File: src/rtl/multicycle_control_fsm.sv
// ============================================================================
// multicycle_control_fsm
//   Moore multicycle control unit: sequences fetch/decode/execute/memory/
//   writeback from the registered opcode and counts retired instructions.
//   Revision: 1.0
// ============================================================================
`default_nettype none

module multicycle_control_fsm #(
    parameter int COUNT_WIDTH = 8
) (
    input  logic                   clock,
    input  logic                   reset,
    input  logic [3:0]             opcode,
    input  logic                   zero,
    input  logic                   stall,
    output logic                   pc_write,
    output logic                   ir_write,
    output logic                   opcode_write,
    output logic                   ab_write,
    output logic                   alu_out_write,
    output logic                   mem_read,
    output logic                   mem_write,
    output logic                   reg_write,
    output logic                   mem_to_reg,
    output logic [1:0]             alu_src_b,
    output logic [1:0]             alu_op,
    output logic [1:0]             pc_source,
    output logic [3:0]             state,
    output logic                   halted,
    output logic                   illegal,
    output logic [COUNT_WIDTH-1:0] instr_count
);

    localparam logic [3:0] FETCH     = 4'd0;
    localparam logic [3:0] DECODE    = 4'd1;
    localparam logic [3:0] EXEC_R    = 4'd2;
    localparam logic [3:0] EXEC_I    = 4'd3;
    localparam logic [3:0] MEM_ADDR  = 4'd4;
    localparam logic [3:0] MEM_READ  = 4'd5;
    localparam logic [3:0] MEM_WRITE = 4'd6;
    localparam logic [3:0] WB        = 4'd7;
    localparam logic [3:0] BRANCH    = 4'd8;
    localparam logic [3:0] JUMP      = 4'd9;
    localparam logic [3:0] HALT      = 4'd10;

    localparam logic [3:0] OP_NOP  = 4'b0000;
    localparam logic [3:0] OP_ADD  = 4'b0001;
    localparam logic [3:0] OP_ADDI = 4'b0010;
    localparam logic [3:0] OP_LW   = 4'b0011;
    localparam logic [3:0] OP_SW   = 4'b0100;
    localparam logic [3:0] OP_BEQ  = 4'b0101;
    localparam logic [3:0] OP_JMP  = 4'b0110;
    localparam logic [3:0] OP_HALT = 4'b1111;

    localparam logic [COUNT_WIDTH-1:0] COUNT_ONE = {{(COUNT_WIDTH-1){1'b0}}, 1'b1};

    logic [3:0] next_state;
    logic       retire;
    logic       opcode_legal;

    always_ff @(posedge clock or negedge reset) begin
        if (!reset) begin
            state       <= FETCH;
            instr_count <= '0;
        end else begin
            state <= next_state;
            if (retire) begin
                instr_count <= instr_count + COUNT_ONE;
            end
        end
    end

    always_comb begin
        opcode_legal = 1'b0;
        case (opcode)
            OP_NOP, OP_ADD, OP_ADDI, OP_LW,
            OP_SW, OP_BEQ, OP_JMP, OP_HALT: opcode_legal = 1'b1;
            default:                        opcode_legal = 1'b0;
        endcase
    end

    always_comb begin
        next_state = state;
        retire     = 1'b0;
        if (state == HALT) begin
            next_state = HALT;
        end else if (!stall) begin
            case (state)
                FETCH:  next_state = DECODE;
                DECODE: begin
                    case (opcode)
                        OP_ADD:  next_state = EXEC_R;
                        OP_ADDI: next_state = EXEC_I;
                        OP_LW,
                        OP_SW:   next_state = MEM_ADDR;
                        OP_BEQ:  next_state = BRANCH;
                        OP_JMP:  next_state = JUMP;
                        OP_HALT: next_state = HALT;
                        default: next_state = FETCH;
                    endcase
                    retire = (opcode == OP_NOP);
                end
                EXEC_R, EXEC_I: next_state = WB;
                MEM_ADDR:  next_state = (opcode == OP_SW) ? MEM_WRITE : MEM_READ;
                MEM_READ:  next_state = WB;
                WB, MEM_WRITE, BRANCH, JUMP: begin
                    next_state = FETCH;
                    retire     = 1'b1;
                end
                default:   next_state = FETCH;
            endcase
        end
    end

    always_comb begin
        pc_write      = 1'b0;
        ir_write      = 1'b0;
        opcode_write  = 1'b0;
        ab_write      = 1'b0;
        alu_out_write = 1'b0;
        mem_read      = 1'b0;
        mem_write     = 1'b0;
        reg_write     = 1'b0;
        mem_to_reg    = 1'b0;
        alu_src_b     = 2'b00;
        alu_op        = 2'b00;
        pc_source     = 2'b00;
        halted        = 1'b0;
        illegal       = 1'b0;
        case (state)
            FETCH: begin
                mem_read     = 1'b1;
                ir_write     = 1'b1;
                opcode_write = 1'b1;
                pc_write     = 1'b1;
                alu_src_b    = 2'b01;
            end
            DECODE: begin
                ab_write      = 1'b1;
                alu_out_write = 1'b1;
                alu_src_b     = 2'b10;
                illegal       = !opcode_legal;
            end
            EXEC_R: begin
                alu_out_write = 1'b1;
                alu_op        = 2'b10;
            end
            EXEC_I, MEM_ADDR: begin
                alu_out_write = 1'b1;
                alu_src_b     = 2'b10;
            end
            MEM_READ:  mem_read  = 1'b1;
            MEM_WRITE: mem_write = 1'b1;
            WB: begin
                reg_write  = 1'b1;
                mem_to_reg = (opcode == OP_LW);
            end
            BRANCH: begin
                alu_op    = 2'b01;
                pc_source = 2'b01;
                pc_write  = zero;
            end
            JUMP: begin
                pc_write  = 1'b1;
                pc_source = 2'b10;
            end
            HALT:    halted = 1'b1;
            default: ;
        endcase

        // Stall freezes the machine: strobes drop but selects keep their decode.
        if (stall) begin
            pc_write      = 1'b0;
            ir_write      = 1'b0;
            opcode_write  = 1'b0;
            ab_write      = 1'b0;
            alu_out_write = 1'b0;
            mem_read      = 1'b0;
            mem_write     = 1'b0;
            reg_write     = 1'b0;
            illegal       = 1'b0;
        end

        if (!reset) begin
            pc_write      = 1'b0;
            ir_write      = 1'b0;
            opcode_write  = 1'b0;
            ab_write      = 1'b0;
            alu_out_write = 1'b0;
            mem_read      = 1'b0;
            mem_write     = 1'b0;
            reg_write     = 1'b0;
            mem_to_reg    = 1'b0;
            alu_src_b     = 2'b00;
            alu_op        = 2'b00;
            pc_source     = 2'b00;
            halted        = 1'b0;
            illegal       = 1'b0;
        end
    end

endmodule

`default_nettype wire

File: config.mk
export PLATFORM = sky130hd
export DESIGN_NAME = multicycle_control_fsm
export DESIGN_NICKNAME = d
export VERILOG_FILES = /design/src/rtl/multicycle_control_fsm.sv
export SDC_FILE = /design/constraint.sdc
export NUM_CORES = 1
export LEC_CHECK = 0
export ABC_CLOCK_PERIOD_IN_PS = 2100
export CORE_MARGIN = 3
export CORE_UTILIZATION = 51
export CTS_CLUSTER_SIZE = 25
export DETAILED_ROUTE_END_ITERATION = 7
export DONT_BUFFER_PORTS = 1
export MAX_ROUTING_LAYER = met4
export PLACE_DENSITY = 0.67
export SETUP_SLACK_MARGIN = 0.5
export SYNTH_ARGS = -nofsm -noshare
export SYNTH_HDL_FRONTEND = slang
export SYNTH_SLANG_ARGS = --single-unit
File: constraint.sdc
create_clock -name clock -period 2.1 [get_ports clock]
set_clock_uncertainty 0.1 [all_clocks]
set_input_delay 0.42 -clock clock [delete_from_list [all_inputs] [get_ports clock]]
set_output_delay 0.42 -clock clock [all_outputs]
set_load 0.05 [all_outputs]
==> impl_metrics.env, run 1 <==
export IMPL_synthesis_area_sq_um=955
export IMPL_numPortBuffers=0
export IMPL_status="aborted with a tool error"
export IMPL_place_ws_ps=187
export IMPL_synth_fp_nets=126
export IMPL_num_rows=15
export IMPL_clk_path_buf_depth=2
export IMPL_fp_dieW_um=49.3
export IMPL_haltStage="clock tree synthesis (4_1_cts)"
export IMPL_synthArstFlopShare_pct=100
export IMPL_yosysWarnings=0
export IMPL_globalplace_congestion=0.827
export IMPL_cts_made_buffers=3
export IMPL_ctsRootBufferMaster="clkbuf_4"
export IMPL_place_inst=157
export IMPL_dp_hpwl_um=2030
export IMPL_synthCells=117
export IMPL_ios=37
export IMPL_synth_avg_cell_area_sq_um=8.16
export IMPL_cts_setup_buffers=21
export IMPL_tool_error="[ERROR DPL-0038] Utilization greater than 100%, impossible to legalize"
export IMPL_h_tree_depth=1
export IMPL_netlist_top_cells_area="dfrtp_1 (31%), xor2_1 (7.3%), nor2_1 (6.7%)"
export IMPL_clock_sinks=12
export IMPL_synth_top_area_share_pct=31.5
export IMPL_ys_seq_elements=12
export IMPL_ctsResizeCount=31
export IMPL_ys_seq_area_share_pct=31.5
export IMPL_yosysUniqueCellTypes=38
export IMPL_start_util_pct=54.7
export IMPL_synth_flop_cell="dfrtp_1"
export IMPL_synth_edf_count=0
export IMPL_hold_buffers=1
export IMPL_fp_dieH_um=49.3
export IMPL_synth_top_area_cell="dfrtp_1"
-- Yosys cell counts (all sizes together), types with 2 or more instances --
library cell and number:
o21ai 6, a21oi 4, nor3 5, nand4 2, a31oi 2, nor3b 2
mux2i 2, nand2 10, clkbuf 3, dfrtp 12, buf 7, nor2 18
nand2b 5, nor4b 2, nand3 4, nor4 7, xnor2 3, xor2 8
inv 3
-- cells by family after synthesis --
| kind of cell | count (synthesis) | share of synthesized area (%) |
|---|---|---|
| simple gates | 58 | 32.8 |
| compound gates | 19 | 14.0 |
| buf+inv | 13 | 6.68 |
| flops | 12 | 31.5 |
| xor+xnor | 11 | 10.1 |
| mux | 3 | 3.67 |
| fa+ha+maj | 1 | 1.31 |
-- per-stage QoR --
step | hold slack, ps | cell area, sq um | setup TNS [ps]
global placement | 25.2 | 1460 | 0
detailed placement | 25.2 | 1460 | 0
floorplan | 24.4 | 1240 | -285
==> run 2: changes to the inputs <==
Settings changed: CORE_AREA set to 3 3 64 66, CORE_MARGIN 3 to unset, CORE_UTILIZATION 51 to unset, CTS_CLUSTER_SIZE 25 to unset, DIE_AREA set to 0 0 67 69, MAX_ROUTING_LAYER met4 to unset, PLACE_DENSITY 0.67 to unset, PLACE_DENSITY_LB_ADDON set to 0.15, SETUP_SLACK_MARGIN 0.5 to unset.
==> impl_metrics.env, run 2 <==
export IMPL_hold_slack_ps=227
export IMPL_fp_dieW_um=67
export IMPL_ant_nets=0
export IMPL_critPathLaunchType="register"
export IMPL_cell_internal_pwr_mw=1.04
export IMPL_clock_latency_ps=240
export IMPL_p_leak_nw=0.645
export IMPL_final_min_clock_period_ps=2090
export IMPL_synth_top_area_share_pct=31.5
export IMPL_maxSlewViolCount=0
export IMPL_dp_hpwl_um=2080
export IMPL_overflow=0
export IMPL_synth_fp_nets=126
export IMPL_switching_share_pct=52.2
export IMPL_yosysWarnings=0
export IMPL_critPathSlowestCell="dfrtp_2"
export IMPL_wl_per_cell_um=14.0
export IMPL_place_inst=183
export IMPL_maxCapViolCount=0
export IMPL_max_slew_margin_pct=62.0
export IMPL_synthTopCellsByCount="nor2_1 (17), dfrtp_1 (12), nand2_1 (10)"
export IMPL_reg_top3="instr_count x8, state x4"
export IMPL_clock_sinks=12
export IMPL_worstHoldPathType="primary input to register"
export IMPL_clk_path_buf_depth=2
export IMPL_layout_nets=153
export IMPL_p_total_mw=2.18
export IMPL_core_sq_mm=0.00363
export IMPL_drt_initial_drc_count=33
export IMPL_ios=37
export IMPL_power_frac_clock_pct=11.3
export IMPL_hold_viol_final=0
export IMPL_crit_fanout=8
export IMPL_crit_required_ps=1580
export IMPL_crit_arrival_ps=1570
export IMPL_crit_chain="inv_8, nor2_4, nand4_1, nor4_4, buf_12"
export IMPL_fin_crit_sh_pct=99.3
export IMPL_rsz0062_at_grt="true"
export IMPL_grt_pass1_vias=934
export IMPL_largest_reg_flops=8
export IMPL_fp_dieH_um=69
export IMPL_num_rows=22
export IMPL_yosysUniqueCellTypes=38
export IMPL_synth_top_area_cell="dfrtp_1"
export IMPL_layout_drive_gt1_share_pct=43.4
export IMPL_h_tree_depth=1
export IMPL_numPortBuffers=0
export IMPL_crit_type="register to primary output"
export IMPL_final_core_util_pct=43.3
export IMPL_stdcell_count=191
export IMPL_path_clk_slew_ps=50
export IMPL_ys_seq_area_share_pct=31.5
export IMPL_status="finished clean"
export IMPL_netlist_top_cells_area="dfrtp_1 (31%), xor2_1 (7.3%), nor2_1 (6.7%)"
export IMPL_dieArea_sq_mm=0.00462
export IMPL_max_stage_delay_ps=440
export IMPL_p_per_area_mw_per_mm2=1380
export IMPL_drc=0
export IMPL_max_freq_mhz=479
export IMPL_synth_edf_count=0
export IMPL_grt_pass1_wl_um=4490
export IMPL_wl_um=2670
export IMPL_power_frac_seq_pct=18.9
export IMPL_layout_commonest_cell="buf_4"
export IMPL_pwr_share_comb_pct=69.8
export IMPL_antenna_cells=0
export IMPL_tightest_slew_ps=570
export IMPL_irDropWorstVdd_mv=0.875
export IMPL_synth_flop_cell="dfrtp_1"
export IMPL_cts_made_buffers=3
export IMPL_power_switching_mw=1.14
export IMPL_cts_tree="done"
export IMPL_vias=934
export IMPL_synth_most_common_cell="nor2_1"
export IMPL_setup_violations=0
export IMPL_ys_seq_elements=12
export IMPL_grt_use_total_pct=11.9
export IMPL_regMostFlops="instr_count"
export IMPL_globalplace_congestion=0.847
export IMPL_layout_common_cells="buf_4 (17), nor2_1 (11), buf_12 (11)"
export IMPL_path_buf_inv=2
export IMPL_synthCells=117
export IMPL_synth_avg_cell_area_sq_um=8.16
export IMPL_grt_max_degree=17
export IMPL_synthArstFlopShare_pct=100
export IMPL_start_util_pct=26.3
export IMPL_first_pass_iters=4
export IMPL_synthesis_area_sq_um=955
export IMPL_syn2layout_area_growth_pct=64.7
export IMPL_ctsRootBufferMaster="clkbuf_8"
export IMPL_cp_end_kind="primary output"
export IMPL_critical_path_top_delay_family="simple AND/OR/NAND/NOR gates"
export IMPL_viasPerCell=4.89
export IMPL_antenna_found_initial=0
[run 2: cell counts after synthesis]
No cell type changed its count.
[run 2: cell families after synthesis]
logic type	after synthesis	share of synthesized area [%]
xor+xnor	11	10.1
buf+inv	13	6.68
fa+ha+maj	1	1.31
mux	3	3.67
simple gates	58	32.8
flops	12	31.5
compound gates	19	14.0
[run 2: layout make-up]
class / instances / area (sq um)
Sequential cell: 12 / 305
Timing Repair Buffer: 32 / 392
Fill cell: 370 / 2060
Multi-Input combinational cell: 92 / 742
Tap cell: 48 / 60.1
Clock buffer: 4 / 55.1
Inverter: 3 / 18.8
[run 2: power by group through the flow]
stage	registers, mW	clock network [mW]	logic [mW]
finish	0.411	0.246	1.52
global route	0.426	0.270	1.63
CTS	0.415	0.256	1.50
detailed placement	0.428	0	1.46
global placement	0.424	0	1.44
floorplan	0.679	0	0.842
[run 2: through the flow]
stage	cell area [sq um]	setup WS [ps]	TNS [ps]
after floorplan	1160	-172	-354
after global placement	1470	204	0
after detailed placement	1470	174	0
after CTS	1550	-20.1	-20.1
after global routing	1570	-91.6	-99.3
final	1570	14.3	0
[run 2: final timing paths]
path	from	to	slack, ps	depth (start not counted)
worst min-delay path	stall	state[2]$_DFFE_PN0P_	230	1
worst max-delay path	state[2]$_DFFE_PN0P_	mem_to_reg	10	5
max in group asynchronous	reset	state[3]$_DFFE_PN0P_	990	1
min in group asynchronous	reset	instr_count[3]$_DFFE_PN0P_	510	1
worst min register to register	instr_count[3]$_DFFE_PN0P_	instr_count[3]$_DFFE_PN0P_	440	1
worst max register to register	state[0]$_DFFE_PN0P_	instr_count[1]$_DFFE_PN0P_	380	5
[run 2: layer usage]
metal  routed length, um  up-vias  global-route usage [%]
li1                    -      460                       -
met1                1120      437                    14.9
met2                1340       31                    19.8
met3                 155        6                    2.12
met4                  51        0                    4.50
met5                   0        -                       0
[run 2: what timing repair did]
action	4_1_cts	5_1_grt
setup buffers	1	2
endpoints found under the setup margin	5	4
endpoints found under the hold margin	12	0
hold buffers	1	0
gates cloned	0	0
gates resized for setup	2	2
Note: power is estimated with default switching activity, not from simulation.
